$ cat src/rtl/vector_store_sequencer.sv
// Vector store sequencer: serialises a packed multi-lane store word into one
// memory beat per enabled lane, in ascending lane order, with ready back-pressure.
module vector_store_sequencer #(
  parameter int unsigned DATA_WIDTH = 48,
  parameter int unsigned LANE_WIDTH = 8,
  parameter int unsigned LANES      = 6,
  parameter int unsigned ADDR_WIDTH = 32
) (
  input  logic                  clk,
  input  logic                  rst_n,
  input  logic                  start,
  input  logic                  writeScalar,
  input  logic [LANES-1:0]      laneMask,
  input  logic [ADDR_WIDTH-1:0] baseAddr,
  input  logic [DATA_WIDTH-1:0] dataToWrite,
  input  logic                  memReady,
  output logic                  memWe,
  output logic [ADDR_WIDTH-1:0] memAddr,
  output logic [LANE_WIDTH-1:0] memData,
  output logic                  stall,
  output logic                  done
);

  typedef enum logic [1:0] {
    StIdle,
    StWrite,
    StDone
  } stateE;

  stateE                 stateQ, stateD;
  logic [LANES-1:0]      maskQ, maskD;
  logic [ADDR_WIDTH-1:0] baseQ, baseD;
  logic [DATA_WIDTH-1:0] dataQ, dataD;

  logic [LANES-1:0]      effMask;
  logic [LANES-1:0]      laneBit;
  logic [LANES-1:0]      probe;
  logic [ADDR_WIDTH-1:0] laneOffset;
  logic [LANE_WIDTH-1:0] laneData;

  assign effMask = writeScalar ? LANES'(1) : laneMask;

  // Lowest set bit of the remaining mask wins: scan high to low, last hit sticks.
  always_comb begin
    laneBit    = '0;
    probe      = '0;
    laneOffset = '0;
    laneData   = '0;
    for (int i = int'(LANES) - 1; i >= 0; i--) begin
      probe = LANES'(1) << i;
      if ((maskQ & probe) != '0) begin
        laneBit    = probe;
        laneOffset = ADDR_WIDTH'(i);
        laneData   = LANE_WIDTH'(dataQ >> (i * LANE_WIDTH));
      end
    end
  end

  always_comb begin
    stateD = stateQ;
    maskD  = maskQ;
    baseD  = baseQ;
    dataD  = dataQ;
    case (stateQ)
      StIdle: begin
        if (start) begin
          maskD  = effMask;
          baseD  = baseAddr;
          dataD  = dataToWrite;
          stateD = (effMask != '0) ? StWrite : StDone;
        end
      end
      StWrite: begin
        if (memReady) begin
          maskD = maskQ & ~laneBit;
          if ((maskQ & ~laneBit) == '0) begin
            stateD = StDone;
          end
        end
      end
      StDone:  stateD = StIdle;
      default: stateD = StIdle;
    endcase
  end

  always_ff @(posedge clk) begin
    if (!rst_n) begin
      stateQ <= StIdle;
      maskQ  <= '0;
      baseQ  <= '0;
      dataQ  <= '0;
    end else begin
      stateQ <= stateD;
      maskQ  <= maskD;
      baseQ  <= baseD;
      dataQ  <= dataD;
    end
  end

  assign memWe   = (stateQ == StWrite);
  assign memAddr = baseQ + laneOffset;
  assign memData = laneData;
  assign stall   = (stateQ != StIdle);
  assign done    = (stateQ == StDone);

endmodule

$ cat config.mk
export PLATFORM = sky130hd
export DESIGN_NAME = vector_store_sequencer
export DESIGN_NICKNAME = d
export VERILOG_FILES = /design/src/rtl/vector_store_sequencer.sv
export SDC_FILE = /design/constraint.sdc
export NUM_CORES = 1
export LEC_CHECK = 0
export ABC_AREA = 1
export CAP_MARGIN = 10
export CORE_ASPECT_RATIO = 0.75
export CORE_MARGIN = 8
export CORE_UTILIZATION = 35
export CTS_BUF_LIST = sky130_fd_sc_hd__clkbuf_4
export DETAILED_ROUTE_END_ITERATION = 8
export PLACE_DENSITY = 0.7
export SYNTH_ARGS = -nofsm -noshare
export SYNTH_HDL_FRONTEND = slang
export SYNTH_SLANG_ARGS = --single-unit
$ cat constraint.sdc
create_clock -name clk -period 4.45 [get_ports clk]
set_clock_uncertainty 0.2 [all_clocks]
set_input_delay 1.335 -clock clk [delete_from_list [all_inputs] [get_ports clk]]
set_output_delay 1.335 -clock clk [all_outputs]
set_load 0.1 [all_outputs]
Yosys cells after proc, flatten, opt, wreduce, memory -nomap -nowiden
Cells that the tools add are included. W data, S select, Z words.

Flip-flop bits (word level): 88. Input bits: 91. Output and inout bits: 43.

Add/subtract/negate cells: 1. Equality and inequality tests: 5. Muxes and demuxes: 27. Bitwise logic cells: 2. Reductions and logical operators: 8.

Operator list (number): $mux W32 (2); $mux W6 (9); $mux W8 (6); $add A32 B32 Y32 (1); $mux W3 (4); $pmux W6 S2 (1); $mux W2 (4); $and A6 B6 Y6 (1); $logic_not A6 Y1 (1); $not A6 Y6 (1); $reduce_and A3 Y1 (2); $reduce_bool A6 Y1 (1); $ne A2 B2 Y1 const B (2); $pmux W2 S2 (1); $reduce_bool A2 Y1 (2); $eq A2 B1 Y1 const B (1); $eq A2 B2 Y1 const B (1); $logic_not A2 Y1 (1); $ne A2 B1 Y1 const B (1); $reduce_and A2 Y1 (1).

Longest topological paths before layout
Word-level depth: 12. Depth in mapped cells: 13. Depth with buffers taken out: 13.

Worst setup path after synthesis
No wires, ideal clock.

Path type: reg-to-output. From: register maskQ[0]. To: output port memAddr[24]. Arrival time: 3515 ps. Slack: -600 ps. Cell stages (with the launch flop): 12. Buffers on the path: 2. Cells stage by stage: dfxtp_1 clkbuf_1 clkbuf_1 a21oi_1 ha_1 fa_1 a21oi_2 nor2_4 nand2_1 inv_1 nand2_1 xor2_1.

Cells in the longest elaborated chain, start to end: 2.

RTL lines: from (decl) (RTL line 31) `logic [LANES-1:0] maskQ, maskD;`; from (signal assigned) (RTL line 94) `maskQ <= maskD;`; $mux W32 (RTL line 51) `if ((maskQ & probe) != '0) begin`; $add A32 B32 Y32 (RTL line 101) `assign memAddr = baseQ + laneOffset;`; to (decl) (RTL line 18) `output logic [ADDR_WIDTH-1:0] memAddr,`.

Every way passes these cells.

Worst setup path in the final report
From: register maskQ[1]. To: output port memAddr[19].

Cells in the longest elaborated chain, start to end: 3.

RTL lines (RTL line): $mux W32 (2 in a row) (51); $add A32 B32 Y32 (101).

Every way passes these cells.

==> qor.txt <==
DIE WIDTH = 150 microns
Mapped Cells = 692
TritonCTS buffer count = 9
fin area = 6920 sq um
max-cap violations = 0
Worst slew margin = 49.8%
vias in the first global route = 4715
ant diodes = 0
commonest non-fill, non-tap cell in the layout = nor2_1
Post-Syn Nets = 787
Area growth syn-to-layout = 47.1%
CP delay by family, top = simple AND/OR/NAND/NOR gates
Max FO, Critical Path = 9
Adder-Cell Fraction of Synth Area = 1.22%
status = complete, no violations
top_reg_cell synth = dfxtp_1
Data arrival, critical path = 2.79 ns
Setup violations, final = 0
total wire length = 15.6 mm
Cell Chain, Critical Path = buf_4 -> nor2_2 -> nand2_2 -> a21oi_1 -> ha_2 -> inv_2 -> nand2_2 -> nand2_1 -> nor3_4 -> xor2_2 -> buf_12
Final Hold Slack = 0.329 ns
Top Ports = 134
CP bufs+invs = 3
mux cell area share after synthesis = 0%
clock sinks = 88
first-pass GRT wire length = 24.5 mm
# port buffers = 133
CP startpoint kind = register
die area = 17400 sq um
Cell Area, Placed = 6620 sq um
maximum number of pins on one net before global-route repair = 70
Initial DRC Count = 491
crit share post-route = 97.1%
Largest stage delay, worst path = 0.42 ns
min Tclk post-route = 4.32 ns
vias = 4881
die height = 116 microns
worst skew pair latency = 0.46 ns
CTS tree = yes
drt pass-1 iters = 5
sequential fraction of the synthesis area = 37.5%
Synth Area in Simple Gates = 33.6%
WL/cell = 15.5 microns
compound-cell area share of the yosys netlist = 15.0%
share of post-route cells with drive strength above 1 = 18.9%
GRT overflow = 0
CP Capture Type = primary output
starting density of the core = 36.0%
post-synthesis cell type count = 31
FFs w/ async S/R, synth = 0%
CP max stage cell = dfxtp_1
ratio of total power to cell area = 669 nW/um^2
Longest Clk Path Bufs = 2
Tightest Hold Check Type = register to register
Synth Area in XOR/XNOR = 4.47%
Post-synth EDFFs = 0
Final Hold Fails = 0
Mapped Area = 4700 sq um
Util after Layout = 53.0%
Post-DRT Antenna Nets = 0
Yosys reg bits = 88
core area = 13100 sq um
via-per-instance ratio = 4.88
drt drc = 0
critical path's most frequent cell = nand2_2
worst slew pin tran = 0.753 ns
initial antenna violation count = 0
gr usage total = 17.7%
kind of critical path = register to primary output
VDD IR max = 0.612 mV
commonest cells after routing, fill and taps aside = nor2_1 (162), nand2_1 (108), o21ai_0 (107), clkdlybuf4s50_1 (89), dfxtp_1 (85)
largest family of logic cells by synthesized area = simple AND/OR/NAND/NOR gates
CP required = 2.91 ns
CTS H-Tree Depth = 3
row count = 36
Routability Congestion = 0.890
# hold bufs at CTS = 0
LEAKAGE = 2.92 nW
nets@finish = 920
dpl hpwl = 11.8 mm
FMAX = 231 MHz
fin. max-slew vios = 0
Cells after DPL = 979
clock-pin slew on the worst setup and hold paths = 0.15 ns
Avg Synthesized Cell Area = 6.79 sq um
Root Buffer = clkbuf_4
Ys Warns = 0
post-route insts no fill = 1001
[worst paths after layout]
path / cells after the start / to / slack [ns] / start
setup / recovery: 11 / memAddr[19] / 0.13 / maskQ[1]
hold / removal: 2 / dataQ[10] / 0.33 / dataQ[10]
setup reg to reg: 7 / dataQ[43] / 2.52 / stateQ[0]
hold reg to reg: 2 / dataQ[10] / 0.33 / dataQ[10]
[timing repair]
action	in CTS	in global routing
pin swaps	1	9
resized for setup	3	24
endpoints found under the setup margin	5	20
endpoints found under the hold margin	0	0
buffers inserted	1	5
[final cells by class]
cell class	instances	area [sq um]
Clock buffer	9	67.6
Clock inverter	7	78.8
Fill cell	1272	6140
Inverter	48	180
Multi-Input combinational cell	524	2850
Sequential cell	88	1770
Tap cell	171	214
Timing Repair Buffer	154	1760
[where the power goes]
part | total (W) | switching, W | internal [W]
Clock | 0.000493 | 0.000316 | 0.000178
Combinational | 0.00295 | 0.00207 | 0.000881
Sequential | 0.00118 | 0.000179 | 0.00100
Total | 0.00463 | 0.00257 | 0.00206
[cells by family (layout without fill, tap and decap cells)]
group / after synthesis / after routing
buffers and inverters: 80 / 218
and+or+nand+nor: 357 / 357
DFF: 88 / 88
adders and majority gates: 4 / 4
xor gates and xnor gates: 24 / 24
AOI/OAI and AO/OA: 139 / 139
[stage by stage]
stage	power [W]	worst slack [ns]	setup TNS, ns
floorplan	0.00321	-0.121	-0.960
global placement	0.00408	0.435	0
detailed placement	0.00409	0.398	0
CTS	0.00459	0.0192	0
global route	0.00487	-0.00760	-0.0193
finish	0.00463	0.128	0
[state kept, by name, summed over array words and instances (netlist names)]
signal,flops
dataQ,48
baseQ,32
stateQ,2
maskQ,6
[layer usage]
layer | global-route usage (%) | vias up | share of wire (%)
met2 | 24.5 | 163 | 40
met3 | 4.80 | 11 | 8.7
met5 | 0 | - | 0
li1 | - | 2494 | -
met4 | 4.12 | 0 | 0.96
met1 | 26.4 | 2213 | 50
[worst register-to-register path: stages (launching register included)]
cell	delay [ns]
dfxtp_1	0.39
inv_2	0.08
nand2_2	0.12
nor2_4	0.04
inv_2	0.39
buf_4	0.44
nor2_1	0.11
nor2_1	0.11
[synth_stat cells (5+ instances only)]
cell | number | area (sq um)
nor2_1 | 164 | 616
nand2_1 | 112 | 420
o21ai_0 | 107 | 536
dfxtp_1 | 88 | 1760
inv_1 | 39 | 146
nand3_1 | 32 | 160
a21oi_1 | 26 | 130
xor2_1 | 19 | 166
clkbuf_1 | 15 | 56.3
buf_6 | 11 | 124
nor3_1 | 9 | 45.0
nor3_2 | 9 | 90.1
inv_2 | 8 | 30.0
nand4_1 | 8 | 50.1
nor2_2 | 6 | 37.5
nand2_2 | 5 | 31.3
nand3b_1 | 5 | 37.5
xnor2_1 | 5 | 43.8
No activity file was read; power rests on OpenSTA's default activity.
